### src/rtl/lc3_ctrl_fsm.sv
// LC-3 multi-cycle control unit: owns PC, IR and NZP, sequences fetch/decode/execute
// over a req/ack memory port and steers the register file and external ALU.
module lc3_ctrl_fsm #(
    parameter logic [15:0] RESET_PC    = 16'h3000,
    parameter int unsigned MEM_TIMEOUT = 255
) (
    input  logic        i_clk,
    input  logic        i_rst,
    input  logic        i_run,
    output logic        o_mem_req,
    output logic        o_mem_we,
    output logic [15:0] o_mem_addr,
    output logic [15:0] o_mem_wdata,
    input  logic        i_mem_ack,
    input  logic [15:0] i_mem_rdata,
    output logic [2:0]  o_rf_raddr1,
    output logic [2:0]  o_rf_raddr2,
    input  logic [15:0] i_rf_rdata1,
    output logic [1:0]  o_alu_op,
    output logic        o_alu_b_imm,
    output logic [15:0] o_imm,
    input  logic [15:0] i_alu_result,
    output logic        o_rf_we,
    output logic [2:0]  o_rf_waddr,
    output logic [15:0] o_rf_wdata,
    output logic [15:0] o_pc,
    output logic [2:0]  o_nzp,
    output logic        o_halted,
    output logic        o_fault
);

    typedef enum logic [2:0] {
        S_IDLE, S_FETCH, S_DECODE, S_EXEC, S_MEM, S_WB, S_HALTED, S_FAULT
    } state_t;

    localparam logic [3:0] OP_BR   = 4'b0000;
    localparam logic [3:0] OP_ADD  = 4'b0001;
    localparam logic [3:0] OP_LD   = 4'b0010;
    localparam logic [3:0] OP_ST   = 4'b0011;
    localparam logic [3:0] OP_AND  = 4'b0101;
    localparam logic [3:0] OP_NOT  = 4'b1001;
    localparam logic [3:0] OP_HALT = 4'b1111;

    localparam logic [15:0] TMO_LAST = (MEM_TIMEOUT == 0) ? 16'd0 : 16'(MEM_TIMEOUT - 1);

    state_t      r_state, w_next;
    logic [15:0] r_pc, w_pc_next;
    logic [15:0] r_ir, w_ir_next;
    logic [15:0] r_ld_data, w_ld_next;
    logic [15:0] r_tmo, w_tmo_next;
    logic [2:0]  r_nzp;
    logic        r_run_d;

    logic [3:0]  w_opcode;
    logic [15:0] w_off9;
    logic [15:0] w_mem_ea;
    logic        w_run_rise;
    logic        w_br_taken;
    logic        w_tmo_hit;
    logic [2:0]  w_nzp_new;

    assign w_opcode   = r_ir[15:12];
    assign w_off9     = {{7{r_ir[8]}}, r_ir[8:0]};
    assign w_mem_ea   = r_pc + w_off9;
    assign w_run_rise = i_run & ~r_run_d;
    assign w_br_taken = (r_ir[11] & r_nzp[2]) | (r_ir[10] & r_nzp[1]) | (r_ir[9] & r_nzp[0]);
    assign w_tmo_hit  = (MEM_TIMEOUT != 0) && (r_tmo == TMO_LAST);
    assign w_nzp_new  = {o_rf_wdata[15], o_rf_wdata == 16'h0000,
                         ~o_rf_wdata[15] & (o_rf_wdata != 16'h0000)};

    assign o_rf_raddr2 = r_ir[2:0];
    assign o_rf_waddr  = r_ir[11:9];
    assign o_imm       = {{11{r_ir[4]}}, r_ir[4:0]};
    assign o_pc        = r_pc;
    assign o_nzp       = r_nzp;
    assign o_halted    = (r_state == S_HALTED);
    assign o_fault     = (r_state == S_FAULT);

    always_comb begin
        w_next      = r_state;
        w_pc_next   = r_pc;
        w_ir_next   = r_ir;
        w_ld_next   = r_ld_data;
        w_tmo_next  = r_tmo;
        o_mem_req   = 1'b0;
        o_mem_we    = 1'b0;
        o_mem_addr  = 16'h0000;
        o_mem_wdata = 16'h0000;
        o_rf_raddr1 = r_ir[8:6];
        o_alu_op    = 2'b00;
        o_alu_b_imm = 1'b0;
        o_rf_we     = 1'b0;
        o_rf_wdata  = 16'h0000;

        case (r_state)
            S_IDLE, S_HALTED: begin
                if (w_run_rise) w_next = S_FETCH;
            end
            S_FETCH: begin
                o_mem_req  = 1'b1;
                o_mem_addr = r_pc;
                if (i_mem_ack) begin
                    w_ir_next = i_mem_rdata;
                    w_pc_next = r_pc + 16'd1;
                    w_next    = S_DECODE;
                end
            end
            S_DECODE: begin
                case (w_opcode)
                    OP_ADD, OP_AND, OP_NOT, OP_BR: w_next = S_EXEC;
                    OP_LD, OP_ST:                  w_next = S_MEM;
                    OP_HALT:                       w_next = S_HALTED;
                    default:                       w_next = S_FAULT;
                endcase
            end
            S_EXEC: begin
                w_next = S_FETCH;
                case (w_opcode)
                    OP_ADD, OP_AND: begin
                        o_rf_we     = 1'b1;
                        o_alu_b_imm = r_ir[5];
                        o_alu_op    = (w_opcode == OP_AND) ? 2'b01 : 2'b00;
                        o_rf_wdata  = i_alu_result;
                    end
                    OP_NOT: begin
                        o_rf_we    = 1'b1;
                        o_alu_op   = 2'b10;
                        o_rf_wdata = i_alu_result;
                    end
                    default: begin
                        if (w_br_taken) w_pc_next = w_mem_ea;
                    end
                endcase
            end
            S_MEM: begin
                o_mem_req  = 1'b1;
                o_mem_addr = w_mem_ea;
                if (w_opcode == OP_ST) begin
                    o_mem_we    = 1'b1;
                    o_rf_raddr1 = r_ir[11:9];
                    o_mem_wdata = i_rf_rdata1;
                end
                if (i_mem_ack) begin
                    if (w_opcode == OP_ST) begin
                        w_next = S_FETCH;
                    end else begin
                        w_ld_next = i_mem_rdata;
                        w_next    = S_WB;
                    end
                end
            end
            S_WB: begin
                o_rf_we    = 1'b1;
                o_rf_wdata = r_ld_data;
                w_next     = S_FETCH;
            end
            S_FAULT: w_next = S_FAULT;
            default: w_next = S_FAULT;
        endcase

        // Wait counter only advances while a request is outstanding without ack.
        if (o_mem_req) begin
            if (i_mem_ack) begin
                w_tmo_next = 16'h0000;
            end else if (w_tmo_hit) begin
                w_tmo_next = 16'h0000;
                w_next     = S_FAULT;
            end else begin
                w_tmo_next = r_tmo + 16'd1;
            end
        end
    end

    always_ff @(posedge i_clk) begin
        if (i_rst) begin
            r_state   <= S_IDLE;
            r_pc      <= RESET_PC;
            r_ir      <= 16'h0000;
            r_ld_data <= 16'h0000;
            r_tmo     <= 16'h0000;
            r_nzp     <= 3'b010;
            r_run_d   <= 1'b0;
        end else begin
            r_state   <= w_next;
            r_pc      <= w_pc_next;
            r_ir      <= w_ir_next;
            r_ld_data <= w_ld_next;
            r_tmo     <= w_tmo_next;
            r_run_d   <= i_run;
            if (o_rf_we) r_nzp <= w_nzp_new;
        end
    end

endmodule

### config.mk
export PLATFORM = sky130hd
export DESIGN_NAME = lc3_ctrl_fsm
export DESIGN_NICKNAME = d
export VERILOG_FILES = /design/src/rtl/lc3_ctrl_fsm.sv
export SDC_FILE = /design/constraint.sdc
export NUM_CORES = 1
export LEC_CHECK = 0
export CORE_MARGIN = 8
export CORE_UTILIZATION = 47
export CTS_CLUSTER_SIZE = 16
export DETAILED_ROUTE_END_ITERATION = 12
export PLACE_DENSITY = 0.83
export SLEW_MARGIN = 10
export SYNTH_ARGS = -nofsm -noshare
export SYNTH_HDL_FRONTEND = slang
export SYNTH_SLANG_ARGS = --single-unit
### constraint.sdc
create_clock -name i_clk -period 3.2 [get_ports i_clk]
set_input_delay 0.48 -clock i_clk [delete_from_list [all_inputs] [get_ports i_clk]]
set_output_delay 0.48 -clock i_clk [all_outputs]
set_load 0.05 [all_outputs]
==> impl_metrics.ini <==
[finish]
fin_cells = 901
final_util = 0.7311
synthToLayoutAreaGrowth_pct = 50.61
multi_input_area_um2 = 3084
antennaDiodeCount = 0
fillers = 738
drive_gt1_frac = 0.1992
layout_common_cells = nand2_1 (103), clkdlybuf4s50_1 (96), a21oi_1 (74), dfxtp_1 (59), nor2_1 (51)
seq_area_um2 = 1439
mostFrequentLayoutCell = nand2_1
nNetsFinal = 834

[synth]
seq_area_frac_synth = 0.2996
ys.flop_type = dfxtp_1
syn_area_per_cell_um2 = 7.519
synth_edf_count = 0
synth_warnings = 0
ys_types = 65
synth_seq_cells = 71
synth_fa_ha_area_frac = 0.05169
synth_top_family_by_area = simple AND/OR/NAND/NOR gates
ys_async_sr_fraction = 0
synth_nets = 702
synth_area_um2 = 4745
synth-xor-area-share = 0.04615
synthMuxAreaShare = 0.007120
synth_cells = 631
synthSimpleGateAreaFrac = 0.2809
synth_compound_area_frac = 0.2310

[sta]
fin_crit_ns = 3.143
maxSlewViolCount = 0
skew_ns = 0.01904
finalHoldViolCount = 0
final.period_utilization = 0.9823
worst_pin_slew_ns = 0.7666
slew_headroom = 0.4889
grt_setup_unrepaired = true
fmax_ghz = 0.3181
fin_tns_setup_ns = 0
setup_viol = 0

[grt]
overflow = 0
grt_pass1_vias = 5072
grt_pass1_wl_um = 26250
antenna_found_initial = 0
track_usage = 0.2473
grt_max_degree = 39

[floorplanning]
fp-row-count = 36
boundaryPins = 152
die-area_um2 = 13570
floorplan.initialDensity = 0.4854
dieHeight_um = 116.5
fp.coreArea_um2 = 9774
die_x_um = 116.5

[flow_run]
max_cap_violations = 0

[clock_tree]
path_clk_slew_ns = 0.08
cts_tree = yes
cts_made_buffers = 9
cts-root-buf = clkbuf_8
cts_buffer_depth = 2
cts_max_level = 3
clk_latency_ns = 0.35
cts.sinks = 71

[setup_path]
cp_max_fo = 3
crit_chain = ha_4, inv_2, fa_2, nand2b_4, a21boi_2, a21bo_2, a21oi_4, o21bai_1, a21oi_2, xnor2_1, a22o_1, buf_12
crit_path_start_kind = register
crit_required_ns = 2.72
cp_top_family = compound AO/OA/AOI/OAI gates
path_class = register to output pin
slowest_delay_ns = 0.40
timing.critical_path.buf_inv = 2
arrival_ns = 2.66
cp_slowest_cell = fa_2
endpoint_kind = output pin

[routing]
drc = 0
drt-initial-drc-count = 350
drt_wl_total_um = 17300
num_vias = 5193
drt_pre_antenna_iters = 5
viasPerCell = 5.764
ant_nets = 0
wire_per_inst_um = 19.20

[status]
status = finished, final reports clean

[power]
vdd.ir_drop.worst_mv = 0.2026
power.density_nw_per_um2 = 313.1
p_leak_nw = 2.642

[worst_hold_path]
hp-class = register to register

[placed_design]
hpwl_um = 13230
place_inst = 874
place.port_buffers = 151
gp_congestion = 0.9105
## layer usage
metal  up-vias  share of wire  wire length, µm  track usage
li1       2478              -                -            -
met1      2433           0.38             6615       0.2802
met2       244           0.50             8668       0.4260
met3        38          0.089             1546      0.08273
met4         0          0.027              469      0.08384
met5         -              0                0            0
## power breakdown
part / total [mW] / switching [mW] / internal, mW
sequential: 0.930 / 0.0276 / 0.902
combinational: 0.462 / 0.275 / 0.187
clock: 0.845 / 0.379 / 0.467
## kinds of logic after synthesis
logic type | count (synthesis)
AND/OR/NAND/NOR | 266
buffers and inverters | 74
AO/OA/AOI/OAI | 173
adder cells (fa/ha/maj) | 19
XOR/XNOR | 25
flip-flops | 71
multiplexers | 3
## through the flow
step | worst slack, ns | power [mW] | cell area [µm²] | hold WS [ns]
floorplan | -0.07172 | 1.217 | 4763 | 0.4482
global placement | 0.1959 | 1.378 | 6675 | 0.4662
detailed placement | 0.1594 | 1.388 | 6675 | 0.4772
CTS | 0.02066 | 2.228 | 6998 | 0.4886
global route | -0.06928 | 2.310 | 7146 | 0.5111
finish | 0.05654 | 2.237 | 7146 | 0.4834
## sequential cells by signal, indices dropped and copies added, names as in the netlist
register,cells
o_pc,16
r_ir,16
r_state,3
r_run_d,1
r_ld_data,16
r_tmo,16
o_nzp,3
## synth_stat cells, drive strengths merged (2+ instances only)
cell type	instances	share of area
nor4b	2	0.0037
o221a	3	0.0071
or2	3	0.0040
a21oi	78	0.083
a31oi	2	0.0026
o211ai	3	0.0047
o21ai	31	0.033
a22oi	3	0.0047
and2	20	0.026
a22o	27	0.050
a221oi	2	0.0050
buf	34	0.051
xnor2	10	0.018
nor3	8	0.0084
o221ai	2	0.0037
nor2b	5	0.0066
inv	15	0.012
nand3	17	0.022
or3	3	0.0040
nand3b	3	0.0055
dfxtp	71	0.30
nor3b	7	0.013
xor2	15	0.028
nand2	104	0.083
ha	18	0.047
and3	9	0.012
nand4	8	0.011
a211oi	5	0.0079
clkbuf	24	0.019
mux2	3	0.0071
nor2	54	0.047
a21o	5	0.0079
nand2b	3	0.0040
nor4	13	0.017
o21bai	3	0.0047
## path summary, 6_finish.rpt
check           from             to  slack, ns  cells past startpoint
max          r_ir[0]  o_mem_addr[8]       0.06                     12
min          r_ir[1]        r_ir[1]       0.48                      2
max reg2reg  r_ir[0]       o_pc[14]       0.63                     12
min reg2reg  r_ir[1]        r_ir[1]       0.48                      2
## repair_timing
action,CTS,global route
setup endpoints to repair,5,9
pin swaps,7,17
buffers inserted,5,6
gates resized for setup,12,27
hold buffers,0,0
## tightest hold or removal path: cells and delay by family (launching register included)
family	cells	cell delay (ns)
flops	1	0.34
simple gates	1	0.05
compound gates	1	0.05
## cell type report
cell class | instances | area share
flip-flops and latches | 71 | 0.2014
clock buffers | 10 | 0.01926
inverters | 16 | 0.009105
multi-input cells | 486 | 0.4316
repair buffers | 179 | 0.3026
well taps | 133 | 0.02329
clock inverters | 6 | 0.01278
Power figures use the tool's default switching activity.
